==> src/rtl/cache_pmem_arbiter.sv <==
// Shares one physical-memory port between I-cache fills and D-cache fills/write-backs.
// One transaction at a time; ties are granted round-robin, D first out of reset.
module cache_pmem_arbiter #(
    parameter int unsigned ADDR_WIDTH = 32,
    parameter int unsigned LINE_WIDTH = 256
) (
    input  logic                  clk,
    input  logic                  rst,

    input  logic                  i_pmem_read,
    input  logic [ADDR_WIDTH-1:0] i_pmem_addr,
    output logic [LINE_WIDTH-1:0] i_pmem_rdata,
    output logic                  i_pmem_resp,

    input  logic                  d_pmem_read,
    input  logic                  d_pmem_write,
    input  logic [ADDR_WIDTH-1:0] d_pmem_addr,
    input  logic [LINE_WIDTH-1:0] d_pmem_wdata,
    output logic [LINE_WIDTH-1:0] d_pmem_rdata,
    output logic                  d_pmem_resp,

    output logic                  pmem_read,
    output logic                  pmem_write,
    output logic [ADDR_WIDTH-1:0] pmem_addr,
    output logic [LINE_WIDTH-1:0] pmem_wdata,
    input  logic [LINE_WIDTH-1:0] pmem_rdata,
    input  logic                  pmem_resp
);

    localparam logic [1:0] IDLE    = 2'd0;
    localparam logic [1:0] I_BUSY  = 2'd1;
    localparam logic [1:0] D_BUSY  = 2'd2;
    localparam logic [1:0] RELEASE = 2'd3;

    localparam logic GRANT_I = 1'b0;
    localparam logic GRANT_D = 1'b1;

    logic [1:0]            state, state_n;
    logic                  last_grant, last_grant_n;
    logic                  read_n, write_n;
    logic [ADDR_WIDTH-1:0] addr_n;
    logic [LINE_WIDTH-1:0] wdata_n;
    logic                  i_req, d_req;

    assign i_req = i_pmem_read;
    assign d_req = d_pmem_read | d_pmem_write;

    // Next-state, grant and latched pmem command.
    always_comb begin
        state_n      = state;
        last_grant_n = last_grant;
        read_n       = pmem_read;
        write_n      = pmem_write;
        addr_n       = pmem_addr;
        wdata_n      = pmem_wdata;
        case (state)
            IDLE: begin
                if (d_req && (!i_req || last_grant == GRANT_I)) begin
                    state_n      = D_BUSY;
                    last_grant_n = GRANT_D;
                    // Simultaneous read and write from D is served as a write.
                    write_n      = d_pmem_write;
                    read_n       = ~d_pmem_write;
                    addr_n       = d_pmem_addr;
                    if (d_pmem_write) begin
                        wdata_n = d_pmem_wdata;
                    end
                end else if (i_req) begin
                    state_n      = I_BUSY;
                    last_grant_n = GRANT_I;
                    read_n       = 1'b1;
                    write_n      = 1'b0;
                    addr_n       = i_pmem_addr;
                end
            end
            I_BUSY, D_BUSY: begin
                if (pmem_resp) begin
                    state_n = RELEASE;
                    read_n  = 1'b0;
                    write_n = 1'b0;
                end
            end
            RELEASE: begin
                state_n = IDLE;
            end
            default: begin
                state_n = IDLE;
                read_n  = 1'b0;
                write_n = 1'b0;
            end
        endcase
    end

    always_ff @(posedge clk) begin
        if (rst) begin
            state      <= IDLE;
            last_grant <= GRANT_I;
            pmem_read  <= 1'b0;
            pmem_write <= 1'b0;
            pmem_addr  <= '0;
            pmem_wdata <= '0;
        end else begin
            state      <= state_n;
            last_grant <= last_grant_n;
            pmem_read  <= read_n;
            pmem_write <= write_n;
            pmem_addr  <= addr_n;
            pmem_wdata <= wdata_n;
        end
    end

    // Completion is forwarded in the same cycle only to the current owner.
    assign i_pmem_resp  = (state == I_BUSY) && pmem_resp;
    assign d_pmem_resp  = (state == D_BUSY) && pmem_resp;
    assign i_pmem_rdata = pmem_rdata;
    assign d_pmem_rdata = pmem_rdata;

endmodule

==> config.mk <==
export PLATFORM = sky130hd
export DESIGN_NAME = cache_pmem_arbiter
export DESIGN_NICKNAME = d
export VERILOG_FILES = /design/src/rtl/cache_pmem_arbiter.sv
export SDC_FILE = /design/constraint.sdc
export NUM_CORES = 1
export LEC_CHECK = 0
export BUFFER_PORTS_ARGS = -buffer_cell sky130_fd_sc_hd__clkbuf_2
export CAP_MARGIN = 20
export CORE_AREA = 2 2 532 534
export DETAILED_ROUTE_END_ITERATION = 8
export DIE_AREA = 0 0 534 536
export GPL_TIMING_DRIVEN = 0
export SETUP_SLACK_MARGIN = 0.05
export SLEW_MARGIN = 25
export SYNTH_ARGS = -nofsm -noshare
export SYNTH_HDL_FRONTEND = slang
export SYNTH_SLANG_ARGS = --single-unit
==> constraint.sdc <==
create_clock -name clk -period 1.6 [get_ports clk]
set_input_delay 0.08 -clock clk [delete_from_list [all_inputs] [get_ports clk]]
set_output_delay 0.08 -clock clk [all_outputs]
set_load 0.03 [all_outputs]
==> results.md <==
* Kind of critical path: flip-flop to flip-flop
* Final Hold Viols at 0
* Worst VDD drop at 727.8 µV
* Util after Layout at 0.1299
* DR WL/cell at 29.82 µm
* Filler Cell Count at 32107
* FP Rows at 195
* HP Class: input pin to flip-flop
* P per Cell Area at 1348 nW/µm²
* Starting DRC count in detailed routing at 1709
* Clock slew at reported path FFs at 0.06 ns
* DRT Pass-1 Iters at 5
* Final WS setup at -0.1711 ns
* Slew of the pin with the lowest slew margin at 0.9664 ns
* Io pins at 1386
* Max Slew Vio Count at 0
* Syn-to-layout area delta at 140.2%
* Worst-Skew Late Latency at 0.67 ns
* Unique masters post-synth at 33
* CP startpoint kind: flip-flop
* Clk sinks at 293
* GR Overflow Total at 0
* Compound-Gate Fraction of Synth Area at 0.2047
* RSZ-0062 raised after global routing: yes
* Post-Syn Area at 15190 µm²
* Clock buffer count from CTS at 41
* HPWL after DPL at 185.6 mm
* Die width at 534 µm
* Post-route clock period utilization at 1.107
* DRC Markers at 0
* Initial antenna violation count at 80
* Synth area leader: dfxtp_1
* Die ar. at 286200 µm²
* Mux share of post-synthesis cell area at 0.0007412
* Synth Instances at 1899
* Via count at 21907
* Top post-synthesis cells by area: dfxtp_1 (39%), buf_4 (25%), a21oi_1 (9.7%), nand3_1 (8.4%), o21ai_0 (7.2%)
* Pin count of the biggest net entering global routing at 13
* Total Routing Usage GR at 0.1396
* Crit path DAT at 2.34 ns
* Simple-Gate Fraction of Synth Area at 0.1039
* Post-place setup slack at -1.108 ns
* Clock skew at 0.04088 ns
* Largest family of logic cells by synthesized area: buffers and inverters
* Sequential share of the synthesized area at 0.3861
* WL final at 217.6 mm
* CTS Buffer Depth at 3
* Most common cell after layout, fill and taps aside: clkbuf_2
* Syn nets at 2484
* Placer Congestion at 1.070
* Setup TNS at -13.45 ns
* Pleak at 14.98 nW
* Die Ht at 536 µm
* Post-layout min period at 1.771 ns
* Cell Count, Final, Fillers Out at 7297
* Number of routed nets with antenna violations at 0
* Critical-path cell list: nand2_4 -> buf_4 -> buf_2 -> nand3_1 -> a21oi_1
* CP Max Fanout at 10
* First-pass GRT wire length at 249.7 mm
* Most frequent cells in the layout: clkbuf_2 (1134), buf_4 (534), dlygate4sd3_1 (324)
* CTS H-tree lvls at 2
* Post-synthesis xor/xnor area fraction at 0
* Finish-stage setup viols at 244
* Placed Instances at 6769
* Via density at 3.002
* Worst slew margin at 0.3557
* Layout Nets at 4058
* CP peak stage delay at 0.47 ns
* Slowest CP cell: buf_2
* Violated checks: setup timing
* Max cap viols at 0
* Mean post-synth cell area at 8.000 µm²
* PortBufs at 1126
* Share of cells above drive strength 1 at 0.7184
* CTS tree: yes
* CP Capture Type: flip-flop
* Effective utilization at floorplan at 0.05410
* Crit path required time at 2.17 ns
* Vias in the first global route at 19983
* CTS root buf: clkbuf_16
* Maximum clock rate at 0.5646 GHz
* Yosys reg bits at 293
* Adder-Cell Fraction of Synth Area at 0.002471
* Count of warnings emitted by yosys at 0
* Tot Pwr at 49.21 mW
* Core area at 280800 µm²
* Status: complete, but fails checks
* Post-synth top area share at 0.3861
## cells in the mapped netlist, drive strengths merged
library cell,n
a211oi,28
a21boi,1
a21o,1
a21oi,293
a22oi,1
a2bb2oi,1
a31oi,1
and2,4
buf,592
clkbuf,81
dfxtp,293
ha,3
inv,5
mux2,1
nand2,36
nand3,256
nor2,30
nor2b,1
nor4b,1
o21ai,261
o21bai,1
o221a,1
o2bb2ai,1
o31a,2
o31ai,2
o32ai,1
or3,1
## state kept, by name, summed over array words and instances, names as in the netlist
signal	cells
last_grant	1
state	2
pmem_wdata	256
pmem_read	1
pmem_write	1
pmem_addr	32
## final cells by class
class                      instances  area (µm²)  share of cell area
clock inverter                    20       214.0            0.005863
buffer                           667        5542              0.1519
sequential                       293        5871              0.1609
timing repair buffer            1537       10590              0.2902
tap                             3743        4683              0.1283
multi-input combinational        928        8297              0.2274
antenna                           49       122.6            0.003360
clock buffer                      55        1150             0.03151
inverter                           5       21.27           0.0005829
## per-stage QoR
| stage | hold slack, ns | cell area, µm² |
|---|---|---|
| 4_1_cts | 0.003606 | 32450 |
| 3_3_place_gp | 0.3149 | 25510 |
| 5_1_grt | 0.04767 | 36420 |
| 2_1_floorplan | 0.2141 | 15190 |
| 6_report | 0.08288 | 36490 |
| 3_5_place_dp | 0.3209 | 25540 |
## per-layer routing
layer	up-vias	track usage	routed length, µm
li1	9291	-	-
met2	1823	0.2113	93140
met4	20	0.04688	9044
met1	10380	0.1488	77100
met5	-	0.002831	423
met3	393	0.1041	37860
## power breakdown
part / switching, mW / leakage [nW] / internal [mW] / total (mW)
Combinational: 18.6 / 11.9 / 10.7 / 29.3
Sequential: 1.25 / 2.40 / 8.81 / 10.1
Clock: 4.41 / 0.672 / 5.44 / 9.84
Total: 24.2 / 15.0 / 25.0 / 49.2
## worst max-delay path: cells and delay by family (launching register included)
| family | cells | cell delay, ns |
|---|---|---|
| buf+inv | 2 | 0.74 |
| simple gates | 2 | 0.36 |
| flops | 1 | 0.38 |
| compound gates | 1 | 0.18 |
## cell families (layout without fill, tap and decap cells)
group                      count (synthesis)  after routing
AOI/OAI and AO/OA                        595            595
adders and majority gates                  3              3
buffers and inverters                    678           2284
DFF                                      293            293
muxes                                      1              1
other                                      0             49
and+or+nand+nor                          329            329
## repair_timing
action                                  CTS  global route
pin swaps                               104           260
setup buffers                            24            13
endpoints found under the setup margin  351           327
gates resized for setup                 469           870
cloned                                   18            33
hold endpoints to repair                292             0
hold buffers                            324             0
## worst paths after layout
path / startpoint / endpoint / slack [ns] / cells after the start
worst min register to register: pmem_wdata[120] / pmem_wdata[120] / 0.46 / 2
worst max-delay path: last_grant / pmem_wdata[180] / -0.17 / 5
worst min-delay path: rst / state[1] / 0.08 / 4
worst max register to register: last_grant / pmem_wdata[180] / -0.17 / 5
Note: power is estimated with default switching activity, not from simulation.
